`src/rtl/versat_arb_pkg.sv`:
```
// Shared types and constants for the Versat databus arbiter.
// Holds the FSM encoding, the grant-index width helper and the default watchdog width.
package versat_arb_pkg;

    typedef enum logic {
        IDLE   = 1'b0,
        LOCKED = 1'b1
    } arb_state_e;

    localparam int unsigned TIMEOUT_W_DEFAULT = 10;

    // Width of a master index; never narrower than one bit.
    function automatic int unsigned grant_w(input int unsigned n);
        return (n > 1) ? $clog2(n) : 1;
    endfunction

endpackage

```
`src/rtl/versat_rr_pick.sv`:
```
// Combinational round-robin picker: first set request at or above ptr, wrapping.
// Built as a double-width masked priority encoder.
module versat_rr_pick
    import versat_arb_pkg::*;
#(
    parameter int unsigned N_REQ   = 4,
    parameter int unsigned GRANT_W = grant_w(N_REQ)
) (
    input  logic [N_REQ-1:0]   req,
    input  logic [GRANT_W-1:0] ptr,
    output logic               found,
    output logic [GRANT_W-1:0] winner
);

    logic [N_REQ-1:0]   masked;
    logic [2*N_REQ-1:0] dbl;

    always_comb begin
        masked = '0;
        for (int i = 0; i < int'(N_REQ); i++) begin
            masked[i] = req[i] && (GRANT_W'(i) >= ptr);
        end
    end

    // Low half: requests at/above ptr; high half: the wrapped-around remainder.
    assign dbl = {req, masked};

    always_comb begin
        found  = 1'b0;
        winner = '0;
        for (int i = 0; i < int'(2 * N_REQ); i++) begin
            if (!found && dbl[i]) begin
                found  = 1'b1;
                winner = GRANT_W'(i % int'(N_REQ));
            end
        end
    end

endmodule

```
`src/rtl/versat_databus_arbiter.sv`:
```
// Burst-locked round-robin arbiter sharing one external databus among N_MASTERS I/O units.
// Optional watchdog forced release is built when VERSAT_ARB_WATCHDOG_EN is defined.
module versat_databus_arbiter
    import versat_arb_pkg::*;
#(
    parameter int unsigned N_MASTERS = 4,
    parameter int unsigned DATA_W    = 32,
    parameter int unsigned ADDR_W    = 32,
    parameter int unsigned TIMEOUT_W = TIMEOUT_W_DEFAULT
) (
    input  logic                            clk,
    input  logic                            rst,
    input  logic [N_MASTERS-1:0]            m_valid,
    input  logic [N_MASTERS*ADDR_W-1:0]     m_addr,
    input  logic [N_MASTERS*DATA_W-1:0]     m_wdata,
    input  logic [N_MASTERS*DATA_W/8-1:0]   m_wstrb,
    input  logic [N_MASTERS*8-1:0]          m_len,
    output logic [N_MASTERS-1:0]            m_ready,
    output logic [DATA_W-1:0]               m_rdata,
    output logic [N_MASTERS-1:0]            m_last,
    output logic                            s_valid,
    output logic [ADDR_W-1:0]               s_addr,
    output logic [DATA_W-1:0]               s_wdata,
    output logic [DATA_W/8-1:0]             s_wstrb,
    output logic [7:0]                      s_len,
    input  logic                            s_ready,
    input  logic [DATA_W-1:0]               s_rdata,
    input  logic                            s_last,
    output logic                            busy,
    output logic [$clog2(N_MASTERS)-1:0]    grant_id,
    output logic                            timeout_err
);

    localparam int unsigned GRANT_W = grant_w(N_MASTERS);
    localparam int unsigned STRB_W  = DATA_W / 8;

    if (N_MASTERS < 2 || N_MASTERS > 16) begin : g_bad_n_masters
        $error("N_MASTERS must be in 2..16");
    end
    if (TIMEOUT_W < 2) begin : g_bad_timeout_w
        $error("TIMEOUT_W must be at least 2");
    end

    arb_state_e         state_q, state_d;
    logic [GRANT_W-1:0] grant_q, grant_d;
    logic [GRANT_W-1:0] rr_ptr_q, rr_ptr_d;
    logic [GRANT_W-1:0] grant_next;
    logic [GRANT_W-1:0] pick_idx;
    logic               pick_found;
    logic               locked;
    logic               beat;
    logic               wd_fire;

    logic [ADDR_W-1:0] addr_arr  [N_MASTERS];
    logic [DATA_W-1:0] wdata_arr [N_MASTERS];
    logic [STRB_W-1:0] strb_arr  [N_MASTERS];
    logic [7:0]        len_arr   [N_MASTERS];

    for (genvar i = 0; i < N_MASTERS; i++) begin : g_unpack
        assign addr_arr[i]  = m_addr[i*ADDR_W +: ADDR_W];
        assign wdata_arr[i] = m_wdata[i*DATA_W +: DATA_W];
        assign strb_arr[i]  = m_wstrb[i*STRB_W +: STRB_W];
        assign len_arr[i]   = m_len[i*8 +: 8];
    end

    versat_rr_pick #(
        .N_REQ   (N_MASTERS),
        .GRANT_W (GRANT_W)
    ) u_rr_pick (
        .req    (m_valid),
        .ptr    (rr_ptr_q),
        .found  (pick_found),
        .winner (pick_idx)
    );

    assign locked     = (state_q == LOCKED);
    assign beat       = s_valid & s_ready;
    assign grant_next = (grant_q == GRANT_W'(N_MASTERS - 1)) ? '0 : grant_q + 1'b1;

    // Databus side: address/data/len stay muxed from grant_id even while idle.
    always_comb begin
        s_valid = locked & m_valid[grant_q];
        s_addr  = addr_arr[grant_q];
        s_wdata = wdata_arr[grant_q];
        s_len   = len_arr[grant_q];
        s_wstrb = locked ? strb_arr[grant_q] : '0;
    end

    // Handshake back to the grantee only; suppressed during a forced release.
    always_comb begin
        m_ready = '0;
        m_last  = '0;
        if (locked && !wd_fire) begin
            m_ready[grant_q] = s_ready;
            m_last[grant_q]  = s_last;
        end
    end

    assign m_rdata = s_rdata;

    always_comb begin
        state_d  = state_q;
        grant_d  = grant_q;
        rr_ptr_d = rr_ptr_q;
        case (state_q)
            IDLE: begin
                if (pick_found) begin
                    state_d = LOCKED;
                    grant_d = pick_idx;
                end
            end
            LOCKED: begin
                if (wd_fire || (beat && s_last)) begin
                    state_d  = IDLE;
                    rr_ptr_d = grant_next;
                end
            end
            default: state_d = IDLE;
        endcase
    end

    always_ff @(posedge clk or negedge rst) begin
        if (!rst) begin
            state_q  <= IDLE;
            grant_q  <= '0;
            rr_ptr_q <= '0;
        end else begin
            state_q  <= state_d;
            grant_q  <= grant_d;
            rr_ptr_q <= rr_ptr_d;
        end
    end

`ifdef VERSAT_ARB_WATCHDOG_EN
    logic [TIMEOUT_W-1:0] wd_q, wd_d;

    assign wd_fire = locked && (wd_q == '1);

    // Counts beat-less locked cycles; idle (and thus every new lock) starts from zero.
    always_comb begin
        wd_d = '0;
        if (locked && !beat && !wd_fire) begin
            wd_d = wd_q + 1'b1;
        end
    end

    always_ff @(posedge clk or negedge rst) begin
        if (!rst) begin
            wd_q <= '0;
        end else begin
            wd_q <= wd_d;
        end
    end

    assign timeout_err = wd_fire;
`else
    assign wd_fire     = 1'b0;
    assign timeout_err = 1'b0;
`endif

    assign busy     = locked;
    assign grant_id = grant_q;

endmodule

```
`config.mk`:
```
export PLATFORM = sky130hd
export DESIGN_NAME = versat_databus_arbiter
export DESIGN_NICKNAME = d
export VERILOG_FILES = /design/src/rtl/versat_arb_pkg.sv /design/src/rtl/versat_rr_pick.sv /design/src/rtl/versat_databus_arbiter.sv
export SDC_FILE = /design/constraint.sdc
export NUM_CORES = 1
export LEC_CHECK = 0
export ABC_AREA = 1
export CORE_AREA = 2 2 182 184
export CTS_CLUSTER_DIAMETER = 60
export CTS_CLUSTER_SIZE = 12
export DETAILED_ROUTE_END_ITERATION = 8
export DIE_AREA = 0 0 184 186
export HOLD_SLACK_MARGIN = 0.05
export PLACE_DENSITY_LB_ADDON = 0.3
export SLEW_MARGIN = 20
export SYNTH_ARGS = -nofsm -noshare
export SYNTH_HDL_FRONTEND = slang
export SYNTH_SLANG_ARGS = --single-unit
```
`constraint.sdc`:
```
create_clock -name clk -period 1.7 [get_ports clk]
set_clock_uncertainty 0.15 [all_clocks]
set_input_delay 0.34 -clock clk [delete_from_list [all_inputs] [get_ports clk]]
set_output_delay 0.34 -clock clk [all_outputs]
set_load 0.01 [all_outputs]
```
==> results by group <==
Power
  – Leak Pwr: 3.38 nW
  – Switch Pwr: 5.98 mW
  – Clock power frac: 3.1%
  – P_int: 6.55 mW
  – Logic pwr share: 94.6%
  – Tot Pwr: 12.5 mW
  – Pwr dens: 1470 nW/um^2
  – Switching share of power: 47.8%
  – Worst vdd rail ir drop: 548 uV
  – Sequential power share: 2.2%

GRT
  – Largest net degree at the start of global routing: 38
  – Antenna violations before repair: 1
  – Tot GR Track Use: 12.4%
  – Number of global-route vias before repair: 5,519
  – GR Overflow Total: 0
  – First-pass GRT wire length: 31,900 um

Clock network
  – Max H-tree Level: 1
  – Worst-case clock buffer depth: 2
  – CTS Buf Count: 3
  – Reg clk slew, reported paths: 30 ps
  – Clk root buf: clkbuf_16
  – Clk_lat worst skew: 230 ps
  – CTS tree: done
  – CTS Sinks: 5

Critical path
  – Worst path depth: 7
  – WP buf/inv: 5
  – CP max-delay cell: dfrtp_4
  – Arr. time, crit path: 1710 ps
  – Chain of cells forming the critical path: buf_12 > buf_12 > buf_8 > buf_12 > o21ai_2 > o22ai_1 > buf_2
  – Worst Path Required: 1210 ps
  – R2R cell count: 12
  – Crit-path max FO: 7
  – Critical path launch point type: flip-flop
  – Crit-path max cell delay: 550 ps
  – Worst r2r src: grant_id[0]$_DFFE_PN0P_
  – Critical path type: flip-flop to output pin
  – Most used cell, CP: buf_12
  – R2r setup slk: -140 ps
  – Worst setup EP type: output pin
  – Top Family by Delay on Critical Path: buffers and inverters
  – Worst R2R End: rr_ptr_q[0]$_DFFE_PN0P_

Timing
  – Final Hold Vio Count: 0
  – Unrepaired setup endpoints after global routing: yes
  – FMAX: 455 MHz
  – Final Worst Setup Slack: -497 ps
  – Fin crit share: 129%
  – Fin Hold WS: 198 ps
  – Setup TNS Final: -32,430 ps
  – Final Max Tran Viols: 0
  – Fin crit period: 2200 ps
  – Final setup fails: 90

Yosys
  – Syn Inst Count: 543
  – Synth Area in Adders: 1.79%
  – Seq/Total Area, Yosys: 4.47%
  – Synth Area in Simple Gates: 28.5%
  – Synth Area in XOR/XNOR: 0%
  – Multiplexer area fraction after synthesis: 0%
  – Post-Synthesis Cell Area: 2800 sq um
  – Synth Net Count: 891
  – Library cells used by synthesis: 23
  – YS warnings: 0
  – FF+latch count, synth: 5
  – Compound-Gate Fraction of Synth Area: 44.9%
  – Avg Inst Size Synth: 5.16 sq um
  – Largest family of logic cells by synthesized area: compound AO/OA/AOI/OAI gates

Finish
  – Finished Cell Area: 8500 sq um
  – Register area: 130 sq um
  – Nets@finish: 1,331
  – Multi-input logic area: 2520 sq um
  – Area grow syn2layout: 204%
  – ANT cells: 0
  – Layout Cells excl Fill: 1,390
  – Most common cell after layout, fill and taps aside: clkdlybuf4s50_1
  – Share of cells above drive strength 1: 31.7%
  – Most frequent cells in the layout: 311 x clkdlybuf4s50_1, 135 x nor2_1, 83 x buf_2
  – # fillers: 3,543
  – Final Core Density: 26.4%

Drt
  – DR WL met3: 1810 um
  – Final ANT Viol Nets: 0
  – Post-Route WL: 24,300 um
  – Vias: 5,592
  – M1 WL: 9400 um
  – Pre-antenna DRT Iters: 4
  – WL met2: 12,500 um
  – Residual DRC: 0
  – First DRT Iteration DRCs: 156
  – Vias/cell: 4.02
  – Routed len/inst: 17.5 um
  – Top Metal Used: met5

Placed design
  – Placed insts: 1,330
  – Placed cell area: 7410 sq um
  – Dpl hpwl: 17,000 um
  – RD Place Congestion: 0.820
  – Port-buffer cells: 399
  – Pre-CTS WS: -800 ps

Floorplanning
  – Starting density of the core: 8.69%
  – Die Y: 186 um
  – Row count: 66
  – Chip width: 184 um
  – CORE AREA: 32,200 sq um
  – Num ports: 465
  – Die area: 34,200 sq um

Min path
  – Worst hold path type: input pin to asynchronous set/reset pin

Job
  – Max Cap Viol: 0

Outcome
  – Failing checks: setup timing
  – Status: finished, violations left
flip-flops by register name, summed over array words and instances (netlist names):
| name | flops |
|---|---|
| rr_ptr_q | 2 |
| busy | 1 |
| grant_id | 2 |
synthesized netlist by cell type:
master      n  area, sq um
clkinv_1    1         3.75
buf_2      19         95.1
inv_1       9         33.8
clkbuf_1   15         56.3
nand3_1     6         30.0
ha_1        4         50.1
buf_4      44          330
conb_1      1         3.75
nand3_2     1         10.0
o21ai_1     2         10.0
nand2_2     2         12.5
nor2_1    172          646
nor2_4      1         11.3
clkbuf_2    3         15.0
inv_2       1         3.75
nand2_1    22         82.6
buf_6       2         22.5
a21oi_1     7         35.0
dfrtp_1     5          125
o21ai_0   152          761
inv_4       1         6.26
nand4_1     1         6.26
o22ai_1    72          450
routing by layer:
metal	GRT usage (%)	vias to the layer above
met5	0	-
li1	-	2743
met3	2.23	34
met2	23.4	283
met4	3.97	2
met1	14.0	2530
power by group through the flow:
stage	Combinational, mW	Clock (mW)	Sequential, mW
3_3_place_gp	9.52	0	0.277
3_5_place_dp	9.48	0	0.276
2_1_floorplan	4.25	0	0.261
5_1_grt	12.8	0.403	0.296
6_report	11.9	0.392	0.281
4_1_cts	11.1	0.398	0.286
repair_timing:
item | in CTS | in global routing
gates cloned | 15 | 5
gates resized for setup | 485 | 134
endpoints found under the setup margin | 91 | 91
hold buffers | 0 | 0
buffers inserted | 35 | 12
pin swaps | 30 | 36
logic make-up (layout without fill, tap and decap cells):
kind of cell	Yosys count	in the layout
flip-flops	5	5
AND/OR/NAND/NOR	205	205
AO/OA/AOI/OAI	233	233
other	1	1
adder cells (fa/ha/maj)	4	4
buffers and inverters	95	534
final cells by class:
class / instances / share of cell area [%]
multi-input cells: 443 / 29.7
repair buffers: 518 / 61.1
inverters: 12 / 0.736
well taps: 408 / 6.01
clock buffers: 4 / 0.927
flip-flops and latches: 5 / 1.53
worst max path at each step:
stage	from	to
after floorplan	grant_id[0]$_DFFE_PN0P_	s_wstrb[0]
after global placement	m_wstrb[11]	s_wstrb[3]
after detailed placement	m_wstrb[11]	s_wstrb[3]
after CTS	grant_id[0]$_DFFE_PN0P_	s_wstrb[0]
after global routing	grant_id[0]$_DFFE_PN0P_	s_wdata[10]
final	grant_id[0]$_DFFE_PN0P_	s_wdata[9]
(Power assumes the default switching activity.)
